### src/rtl/spi_reg_map.sv
// spi_reg_map: register file sitting behind an SPI slave front end.
// A transaction opens with an addr_valid rising edge. A read loads read_data
// from the map on that edge. A write waits for a wr_data_valid rising edge and
// then spends one cycle in COMMIT, during which wr_strobe is high. All
// registers, including the edge-detect copies, are updated by one clocked block
// from the *_d values computed in a single combinational block.
module spi_reg_map #(
    parameter int         ADDR_W  = 7,
    parameter int         DATA_W  = 8,
    parameter logic [7:0] CHIP_ID = 8'hA5,
    parameter logic [7:0] VERSION = 8'h10
) (
    input  logic              clk,
    input  logic              reset_n,
    input  logic              spi_start_flag,
    input  logic [ADDR_W-1:0] reg_addr,
    input  logic              addr_valid,
    input  logic              rw_out,
    input  logic [DATA_W-1:0] wr_data,
    input  logic              wr_data_valid,
    output logic [DATA_W-1:0] read_data,
    output logic              read_en,
    input  logic [7:0]        status_in,
    input  logic [7:0]        irq_in,
    output logic [7:0]        ctrl_out,
    output logic [127:0]      gp_regs,
    output logic              irq,
    output logic              wr_strobe,
    output logic [ADDR_W-1:0] wr_addr
);

    typedef enum logic [1:0] {IDLE, READ, WR_WAIT, COMMIT} state_t;

    localparam logic [ADDR_W-1:0] A_CHIP  = ADDR_W'('h00);
    localparam logic [ADDR_W-1:0] A_VER   = ADDR_W'('h01);
    localparam logic [ADDR_W-1:0] A_STAT  = ADDR_W'('h02);
    localparam logic [ADDR_W-1:0] A_CTRL  = ADDR_W'('h03);
    localparam logic [ADDR_W-1:0] A_FLAGS = ADDR_W'('h04);
    localparam logic [ADDR_W-1:0] A_MASK  = ADDR_W'('h05);
    localparam logic [ADDR_W-1:0] A_ERR   = ADDR_W'('h06);
    localparam logic [ADDR_W-1:0] A_GP_LO = ADDR_W'('h10);
    localparam logic [ADDR_W-1:0] A_GP_HI = ADDR_W'('h1F);

    // Saturating increment for the error counter
    function automatic logic [7:0] sat_inc(input logic [7:0] v);
        return (v == 8'hFF) ? v : v + 8'd1;
    endfunction

    // Full-width range test so that no upper address bits alias into GP space
    function automatic logic is_gp(input logic [ADDR_W-1:0] a);
        return (a >= A_GP_LO) && (a <= A_GP_HI);
    endfunction

    // Writes anywhere else (RO or reserved) count as errors
    function automatic logic is_writable(input logic [ADDR_W-1:0] a);
        return (a == A_CTRL) || (a == A_FLAGS) || (a == A_MASK) ||
               (a == A_ERR) || is_gp(a);
    endfunction

    state_t              state_q, state_d;
    logic [ADDR_W-1:0]   addr_q, addr_d;
    logic                av_q, av_d;
    logic                wdv_q, wdv_d;
    logic [DATA_W-1:0]   read_data_q, read_data_d;
    logic                read_en_q, read_en_d;
    logic                wr_strobe_q, wr_strobe_d;
    logic [ADDR_W-1:0]   wr_addr_q, wr_addr_d;
    logic [7:0]          ctrl_q, ctrl_d;
    logic [7:0]          flags_q, flags_d;
    logic [7:0]          mask_q, mask_d;
    logic [7:0]          err_q, err_d;
    logic [127:0]        gp_q, gp_d;
    logic                irq_q, irq_d;

    logic                av_rise;
    logic                wdv_rise;
    logic                do_commit;
    logic [7:0]          flag_clr;
    logic [7:0]          wbyte;
    logic [7:0]          rd_byte;

    assign av_rise  = addr_valid & ~av_q;
    assign wdv_rise = wr_data_valid & ~wdv_q;
    assign wbyte    = wr_data[7:0];

    // Read mux on the live address; only sampled on the launch edge of a read
    always_comb begin
        rd_byte = 8'h00;
        if (reg_addr == A_CHIP)       rd_byte = CHIP_ID;
        else if (reg_addr == A_VER)   rd_byte = VERSION;
        else if (reg_addr == A_STAT)  rd_byte = status_in;
        else if (reg_addr == A_CTRL)  rd_byte = ctrl_q;
        else if (reg_addr == A_FLAGS) rd_byte = flags_q;
        else if (reg_addr == A_MASK)  rd_byte = mask_q;
        else if (reg_addr == A_ERR)   rd_byte = err_q;
        else if (is_gp(reg_addr))     rd_byte = gp_q[{reg_addr[3:0], 3'b000} +: 8];
    end

    // Next-state logic for the transaction FSM and every register it controls
    always_comb begin
        state_d     = state_q;
        addr_d      = addr_q;
        av_d        = addr_valid;
        wdv_d       = wr_data_valid;
        read_data_d = read_data_q;
        read_en_d   = read_en_q;
        wr_strobe_d = 1'b0;
        wr_addr_d   = wr_addr_q;
        ctrl_d      = ctrl_q;
        mask_d      = mask_q;
        err_d       = err_q;
        gp_d        = gp_q;
        do_commit   = 1'b0;
        flag_clr    = 8'h00;

        case (state_q)
            IDLE: begin
                if (!spi_start_flag && av_rise) begin
                    addr_d = reg_addr;
                    if (rw_out) begin
                        state_d     = READ;
                        read_data_d = DATA_W'(rd_byte);
                        read_en_d   = 1'b1;
                    end else begin
                        state_d = WR_WAIT;
                    end
                end
            end
            READ: begin
                if (spi_start_flag || !addr_valid) begin
                    state_d     = IDLE;
                    read_en_d   = 1'b0;
                    read_data_d = '0;
                end
            end
            WR_WAIT: begin
                if (spi_start_flag || !addr_valid) begin
                    state_d = IDLE;
                end else if (wdv_rise) begin
                    state_d     = COMMIT;
                    do_commit   = 1'b1;
                    wr_strobe_d = 1'b1;
                    wr_addr_d   = addr_q;
                end
            end
            COMMIT: begin
                // The register update happened on the edge entering COMMIT;
                // this cycle only presents wr_strobe.
                state_d = IDLE;
            end
            default: state_d = IDLE;
        endcase

        if (do_commit) begin
            if (addr_q == A_CTRL)       ctrl_d   = wbyte;
            else if (addr_q == A_FLAGS) flag_clr = wbyte;
            else if (addr_q == A_MASK)  mask_d   = wbyte;
            else if (addr_q == A_ERR)   err_d    = 8'h00;
            else if (is_gp(addr_q))     gp_d[{addr_q[3:0], 3'b000} +: 8] = wbyte;
            if (!is_writable(addr_q))   err_d    = sat_inc(err_q);
        end

        // Set wins over clear on the same bit
        flags_d = (flags_q & ~flag_clr) | irq_in;
        irq_d   = |(flags_q & mask_q);
    end

    // All state; edge-detect copies reset high so a level already present
    // at reset release is not mistaken for a fresh rising edge
    always_ff @(posedge clk or negedge reset_n) begin
        if (!reset_n) begin
            state_q     <= IDLE;
            addr_q      <= '0;
            av_q        <= 1'b1;
            wdv_q       <= 1'b1;
            read_data_q <= '0;
            read_en_q   <= 1'b0;
            wr_strobe_q <= 1'b0;
            wr_addr_q   <= '0;
            ctrl_q      <= 8'h00;
            flags_q     <= 8'h00;
            mask_q      <= 8'h00;
            err_q       <= 8'h00;
            gp_q        <= '0;
            irq_q       <= 1'b0;
        end else begin
            state_q     <= state_d;
            addr_q      <= addr_d;
            av_q        <= av_d;
            wdv_q       <= wdv_d;
            read_data_q <= read_data_d;
            read_en_q   <= read_en_d;
            wr_strobe_q <= wr_strobe_d;
            wr_addr_q   <= wr_addr_d;
            ctrl_q      <= ctrl_d;
            flags_q     <= flags_d;
            mask_q      <= mask_d;
            err_q       <= err_d;
            gp_q        <= gp_d;
            irq_q       <= irq_d;
        end
    end

    assign read_data = read_data_q;
    assign read_en   = read_en_q;
    assign wr_strobe = wr_strobe_q;
    assign wr_addr   = wr_addr_q;
    assign ctrl_out  = ctrl_q;
    assign gp_regs   = gp_q;
    assign irq       = irq_q;

endmodule

### config.mk
export PLATFORM = sky130hd
export DESIGN_NAME = spi_reg_map
export DESIGN_NICKNAME = d
export VERILOG_FILES = /design/src/rtl/spi_reg_map.sv
export SDC_FILE = /design/constraint.sdc
export NUM_CORES = 1
export LEC_CHECK = 0
export ABC_AREA = 1
export CORE_MARGIN = 4
export CORE_UTILIZATION = 30
export CTS_BUF_LIST = sky130_fd_sc_hd__clkbuf_4 sky130_fd_sc_hd__clkbuf_8
export DETAILED_ROUTE_END_ITERATION = 12
export GPL_ROUTABILITY_DRIVEN = 0
export PLACE_DENSITY = 0.6
export SYNTH_ARGS = -nofsm -noshare
export SYNTH_HDL_FRONTEND = slang
export SYNTH_SLANG_ARGS = --single-unit
### constraint.sdc
create_clock -name clk -period 6.3 [get_ports clk]
set_clock_uncertainty 0.05 [all_clocks]
set_input_delay 0.945 -clock clk [delete_from_list [all_inputs] [get_ports clk]]
set_output_delay 0.945 -clock clk [all_outputs]
set_load 0.01 [all_outputs]
; After elaboration in Yosys (flattened, before gate mapping)
; Cells that the tools add are included.
[totals]
register_bits = 189
latchBits = 0
ram_bits = 0
mem_bits_ro = 0
in_bits = 37
out_inout_bits = 154
elab_cells = 116
n_memories = 0
[op_classes]
add_sub_neg = 2
multipliers = 0
div_mod_pow = 0
n_lt_le_gt_ge = 4
n_eq_ne = 23
n_shift = 3
mux = 35
n_bitwise = 13
reduce_logical = 22
[op_table]
columns = cell, count
row1 = $mux 8, 20
row2 = $bwmux 128, 1
row3 = $shift 8x9->128 const A, 1
row4 = $shiftx 128x8->8, 1
row5 = $shiftx 8x9->128, 1
row6 = $eq 7x3->1 const B, 6
row7 = $eq 7x2->1 const B, 3
row8 = $and 8x8->8, 2
row9 = $ne 2x2->1 const B, 8
row10 = $pmux 8 s2, 1
row11 = $ge 7x5->1 const B, 2
row12 = $le 7x5->1 const B, 2
row13 = $reduce_and 6->1, 2
row14 = $mux 2, 5
row15 = $neg 7->9, 1
row16 = $add 8x1->8 const B, 1
row17 = $eq 8x8->1 const B, 1
row18 = $not 8->8, 1
row19 = $or 8x8->8, 1
row20 = $pmux 2 s4, 1
row21 = $reduce_and 4->1, 2
row22 = $reduce_or 8->1, 1
row23 = $eq 7x1->1 const B, 1
row24 = $logic_not 7->1, 1
row25 = other kinds (14), 36

; Depth between registers and ports, before layout
; Gate-level depths: netlist (run 1).
[logic_depth]
depth_word = 13
depth_mapped = 18

; Worst setup path after synthesis (run 1)
; Ideal clock, no wire load.
[synth_timing]
path_kind = reg-to-reg
from = reg addr_q[0]
to = reg gp_q[16] (netlist: gp_regs[16])
arrival_ps = 2278
t_required_ps = 6124
path_slack_ps = 3846
path_stages_with_launch = 11
path_buffers = 3
cell_sequence = dfrtp_1 inv_1 buf_2 buf_1 ha_1 clkbuf_1 nand3_1 nor2_2 nand3_2 nand2_1 o21ai_0
[synth_via]
elab_chain_cells = 3
elab_cells_between_ends = 16
[synth_lines]
columns = item, line_no
row1 = start: declaration, 61  ; logic [ADDR_W-1:0] addr_q, addr_d;
row2 = start signal: assignment, 188  ; addr_q <= addr_d;
row3 = $neg 7->9 (tied with other cells), 159  ; else if (is_gp(addr_q)) gp_d[{addr_q[3:0], 3'b000} +: 8] = wbyte;
row4 = $shiftx 8x9->128 (tied with other cells), 159
row5 = $bwmux 128 / $reduce_and 6->1 (equally long branches), --
row6 = end signal: assignment, 199  ; gp_q <= gp_d;
row7 = end: declaration, 72  ; logic [127:0] gp_q, gp_d;
; Several ways; a longest one is shown, not always the timed one.
; A chain may end at the register's enable or synchronous reset.

; Worst setup path in the final report (run 1)
[layout_timing]
from = in reg_addr[0]
to = reg read_data_q[1] (netlist: read_data[1])
[layout_via]
elab_chain_cells = 13
elab_cells_between_ends = 22
[layout_lines]
columns = item, line_no
row1 = start: declaration, 16  ; input logic [ADDR_W-1:0] reg_addr,
row2 = branches (longest 9 deep; another with $shiftx 128x8->8), --
row3 = $mux 8 *, 89  ; if (reg_addr == A_CHIP) rd_byte = CHIP_ID;
row4 = $mux 8 *, 120  ; if (rw_out) begin
row5 = $mux 8 *, 118  ; if (!spi_start_flag && av_rise) begin
row6 = $pmux 8 s2 *, 116  ; case (state_q)
row7 = end signal: assignment, 191  ; read_data_q <= read_data_d;
row8 = end: declaration, 64  ; logic [DATA_W-1:0] read_data_q, read_data_d;
; Mark *: on every way between the ends. The select of a mux whose other input is x is not followed.

==> flow_summary.json, run 1 <==
{
  "via_per_inst": 5.097,
  "synth.distinct_cells": 45,
  "max_slew_margin": 0.3537,
  "area_growth_syn_to_layout_pct": 27.41,
  "fin_crit_ps": 3841,
  "cts_tree": "done",
  "slew_violations": 0,
  "endpoint_kind": "flop",
  "cts_hold_buffers": 0,
  "rsz0062_at_grt": "false",
  "clockBufferDepth": 2,
  "worstMarginPinSlew_ps": 967.2,
  "switchingPower_w": 0.001329,
  "wl_mm": 37.51,
  "cp_common_cell": "nand2_1",
  "io_buffers": 190,
  "ys_seq_area_frac": 0.4989,
  "grt_pass1_vias": 9066,
  "die_area_um2": 34520,
  "fillCellCount": 3239,
  "grt_max_degree": 100,
  "fin_setup_tns_ps": 0,
  "vias": 9231,
  "async_flop_share": 1.000,
  "cts_resized": 0,
  "hp-class": "flop to flop",
  "setup_viol": 0,
  "synth-seq-cells": 189,
  "slowest_stage": "clkdlybuf4s50_1",
  "final_common_cell": "nand2_1",
  "crit_chain": "clkdlybuf4s50_1, inv_2, nand2_1, o22ai_1, o21ai_0, nand2_1, nor2_1, a22oi_1, nand4_1, nand2_1, nand2_1",
  "cts_setup_buffers": 0,
  "post-route-util": 0.3909,
  "drive_above_1_share": 0.06502,
  "critPathMaxStageDelay_ps": 760,
  "syn_inst": 1228,
  "drc": 0,
  "internal_power_w": 0.001906,
  "io_pins": 191,
  "worstPathArrival_ps": 4170,
  "r2r_start": "addr_q[0]",
  "start_util": 0.3068,
  "crit_family": "buffers and inverters",
  "critPathLaunchType": "primary input",
  "die-width_um": 185.8,
  "critPathMaxFanout": 22,
  "combPwrFrac": 0.310,
  "p_sw_frac": 0.4108,
  "pre_cts_ws_ps": 2073,
  "max_cap_viol_count": 0,
  "hold_viol": 0,
  "peakVddDrop_mv": 0.2160,
  "max_freq_mhz": 260.4,
  "clkLatencyLatePin_ps": 490,
  "crit_required_ps": 6630,
  "num_antenna_cells": 0,
  "core_area_um2": 30910,
  "antenna_found_initial": 0,
  "nets": 1444,
  "grt_pass1_wl_mm": 56.03,
  "fp-row-count": 64,
  "firstDrtPassIters": 7,
  "grt.total_usage": 0.2153,
  "startpoint": "reg_addr[0]",
  "timing.final.crit_share": 0.6097,
  "syn-num-nets": 1270,
  "ant_nets": 0,
  "synth.avg_cell_area_um2": 7.723,
  "syn_area_um2": 9484,
  "crit_type": "primary input to flop",
  "clkTransAtPathRegs_ps": 100,
  "cts_made_buffers": 17,
  "clock-sinks": 189,
  "drtIter0Drc": 931,
  "p_leak_nw": 5.288,
  "final_cell_mix": "nand2_1 (419), clkdlybuf4s50_1 (189), dfrtp_1 (187)",
  "hpwl_mm": 28.65,
  "ys.flop_type": "dfrtp_1",
  "status": "completed",
  "clock-root-buffer": "clkbuf_8",
  "synth_warnings": 0,
  "seq_power_share": 0.433,
  "worst_slack_ps": 2459,
  "wl_per_cell_um": 20.71,
  "cellPowerDensity_nw_per_um2": 267.6,
  "clkPwrFrac": 0.257,
  "die_h_um": 185.8,
  "worstHoldStart": "read_data[0]",
  "gr-total-overflow": 0,
  "htree_levels": 4,
  "critPathBufInv": 2,
  "synth_edf_count": 0
}
[state kept, by name (all words and copies together), names as in the netlist, 2 cells and up]
signal,flops
flags_q,8
mask_q,8
state_q,2
wr_addr,7
gp_regs,128
addr_q,7
ctrl_out,8
err_q,8
read_data,8
[kinds of logic (layout without fill, tap and decap cells)]
group	after synthesis	after routing	share of synthesized area
AO/OA/AOI/OAI	222	222	0.1281
XOR/XNOR	5	5	0.004617
adder cells (fa/ha/maj)	5	5	0.006596
buffers and inverters	164	351	0.07401
flip-flops	189	189	0.4989
AND/OR/NAND/NOR	643	643	0.2877
[cell usage after synthesis (6+ instances only)]
master	n	area share
a21oi_1	7	0.0037
buf_2	16	0.0084
buf_4	7	0.0055
clkbuf_1	8	0.0032
dfrtp_1	187	0.49
inv_1	112	0.044
inv_2	13	0.0051
nand2_1	419	0.17
nand2_2	12	0.0079
nand3_1	35	0.018
nand3b_1	6	0.0047
nand4_1	8	0.0053
nor2_1	109	0.043
nor2_4	7	0.0083
nor3_1	20	0.011
o21ai_0	92	0.049
o21ai_1	86	0.045
o22ai_1	18	0.012
or2_2	7	0.0046
[per-stage QoR]
stage | instances | area, um2 | power (W) | hold WS [ps]
final | 1811 | 12080 | 0.003234 | 440.0
after floorplan | 1228 | 9484 | 0.002023 | 414.5
after global routing | 1811 | 12080 | 0.003409 | 469.9
after CTS | 1811 | 12080 | 0.003231 | 447.0
after global placement | 1779 | 11670 | 0.002389 | 417.7
after detailed placement | 1779 | 11670 | 0.002404 | 422.5
[worst register-to-register path, cell delays in order (launching register included)]
cell and delay, ps:
dfrtp_1 450, inv_1 630, ha_1 310, inv_1 80, nand2_1 140, nand2_1 560, nor2_2 640, nand3_2 290
nand2_1 120, o21ai_0 80
[metal layers]
metal / global-route usage / part of all wire
met4: 0.08715 / 0.043
met5: 0 / 0
met3: 0.04553 / 0.081
met2: 0.3353 / 0.45
met1: 0.2934 / 0.42
[area by class of cell]
type / count / area [um2] / share of cell area
clock buffer: 17 / 234.0 / 0.01936
clock inverter: 15 / 175.2 / 0.01450
inverter: 127 / 479.2 / 0.03966
multi-input combinational: 875 / 4050 / 0.3352
sequential: 189 / 4732 / 0.3916
tap: 396 / 495.5 / 0.04100
timing repair buffer: 192 / 1918 / 0.1587
[worst paths after layout]
path | to | slack (ps) | cells after the start
worst max register to register | gp_regs[83] | 2830 | 9
worst min-delay path | read_data[0] | 440 | 2
max in group asynchronous | read_data[1] | 4280 | 2
min in group asynchronous | gp_regs[58] | 510 | 1
worst min register to register | read_data[0] | 440 | 2
worst max-delay path | read_data[1] | 2460 | 11
[power groups by stage]
stage          logic (W)  clock network, W  registers [W]
2_1_floorplan   0.000604                 0        0.00142
3_3_place_gp    0.000968                 0        0.00142
3_5_place_dp    0.000981                 0        0.00142
4_1_cts         0.000985          0.000848        0.00140
5_1_grt          0.00109          0.000904        0.00141
6_report         0.00100          0.000832        0.00140
Note: power is estimated with default switching activity, not from simulation.
==> inputs of run 2 (changes only) <==
==> constraint.sdc (replaced) <==
create_clock -name clk -period 3.9 [get_ports clk]
set_clock_uncertainty 0.05 [all_clocks]
set_input_delay 0.585 -clock clk [delete_from_list [all_inputs] [get_ports clk]]
set_output_delay 0.585 -clock clk [all_outputs]
set_load 0.01 [all_outputs]
==> flow_summary.json, run 2 (synthesis gave the netlist of run 1 again) <==
{
  "ant_nets": 0,
  "p_leak_nw": 5.309,
  "clock-sinks": 189,
  "routed.top_layer": "met4",
  "clock-root-buffer": "clkbuf_8",
  "post-route-util": 0.3916,
  "slew_violations": 0,
  "area_growth_syn_to_layout_pct": 27.64,
  "gr-total-overflow": 0,
  "final_cell_mix": "nand2_1 (419), clkdlybuf4s50_1 (189), dfrtp_1 (187)",
  "met1_length_mm": 15.95,
  "status": "complete, but fails checks",
  "hold_viol": 5,
  "cts_setup_buffers": 0,
  "final_common_cell": "nand2_1",
  "drc": 0,
  "start_util": 0.3068,
  "cts_hold_buffers": 0,
  "firstDrtPassIters": 7,
  "cts_tree": "done",
  "via_per_inst": 5.165,
  "max_cap_viol_count": 0,
  "peakVddDrop_mv": 0.2969,
  "nets": 1450,
  "drtIter0Drc": 1161,
  "num_antenna_cells": 0,
  "die_h_um": 185.8,
  "max_slew_margin": 0.5174,
  "crit_required_ps": 4230,
  "violations": "hold timing",
  "clockBufferDepth": 2,
  "grt_pass1_vias": 9150,
  "critPathLaunchType": "primary input",
  "routed-wl-met2_mm": 16.56,
  "core_area_um2": 30910,
  "fp-row-count": 64,
  "cts_made_buffers": 17,
  "cellPowerDensity_nw_per_um2": 429.5,
  "io_buffers": 190,
  "drive_above_1_share": 0.06897,
  "grt_pass1_wl_mm": 56.01,
  "vias": 9384,
  "cts_resized": 0,
  "hp-class": "primary input to asynchronous set/reset pin",
  "clkTransAtPathRegs_ps": 110,
  "rsz0062_at_grt": "false",
  "largest_register_ffs": 128,
  "worstPathArrival_ps": 3320,
  "grt.total_usage": 0.2158,
  "wl_met3_mm": 3.505,
  "die-width_um": 185.8,
  "io_pins": 191,
  "grt_max_degree": 102,
  "htree_levels": 4,
  "clkLatencyLatePin_ps": 480,
  "max_freq_mhz": 334.4,
  "setup_viol": 0,
  "crit_type": "primary input to flop",
  "hold_slack_ps": -6.862,
  "die_area_um2": 34520,
  "wl_mm": 37.70,
  "fin_setup_tns_ps": 0,
  "hpwl_mm": 28.81,
  "fin_crit_ps": 2990,
  "antenna_found_initial": 0,
  "critPathMaxFanout": 18,
  "endpoint_kind": "flop",
  "power_w": 0.005199,
  "wl_per_cell_um": 20.75,
  "timing.final.crit_share": 0.7667,
  "worstMarginPinSlew_ps": 722.1
}
run 2: cell types whose count changed in the layout (fill, tap and decap cells not counted), moves of 2 or more:
cell / delta
clkinv_8: -5
inv_6: +2
buf_4: +5
clkinv_4: +3
clkbuf_8: +2
inv_8: -3
run 2: cell type report:
cell class	count	area [um2]
sequential	189	4732
multi-input combinational	875	4050
inverter	127	479.2
tap	396	495.5
clock inverter	12	103.9
fill	3206	18800
timing repair buffer	198	1976
clock buffer	20	269.0
run 2: final timing paths:
check	end	slack, ps	start	cells after the start
min in group clk	wr_addr[5]	440	wr_addr[5]	2
worst max-delay path	read_data[3]	910	reg_addr[1]	10
worst min register to register	wr_addr[5]	440	wr_addr[5]	2
max in group asynchronous	gp_regs[116]	2800	reset_n	2
worst min-delay path	wr_addr[6]	-7	reset_n	1
worst max register to register	gp_regs[102]	1190	addr_q[1]	10
run 2: power by group:
group	switching [W]	internal [W]	total (W)	leakage, nW
logic	0.00116	0.000500	0.00166	2.57
clock network	0.000784	0.000499	0.00128	0.182
registers	0.000149	0.00211	0.00226	2.56
total	0.00209	0.00311	0.00520	5.31
run 2: metal layers:
| metal | up-vias | global-route usage |
|---|---|---|
| li1 | 4294 | - |
| met1 | 4468 | 0.2976 |
| met2 | 524 | 0.3257 |
| met3 | 98 | 0.05179 |
| met4 | 0 | 0.09035 |
| met5 | - | 0 |
run 2: critical path, cell delays in order:
cell and delay [ps]:
clkdlybuf4s50_1 890, nand2_1 480, o22ai_1 520, o21ai_0 240, nand2_1 110, nor2_1 50, a21oi_1 210, nand4_1 110
nand2_1 70, nand2_1 50
run 2: metrics by stage:
stage                     worst slack, ps  cells  hold WS [ps]  area (um2)
after floorplan                      1446   1228         239.4        9484
after global placement              658.6   1785         418.2       11730
after detailed placement            611.0   1785         420.4       11730
after CTS                            1123   1817         6.853       12110
after global routing                819.6   1817         15.55       12110
final                               909.9   1817        -6.862       12110
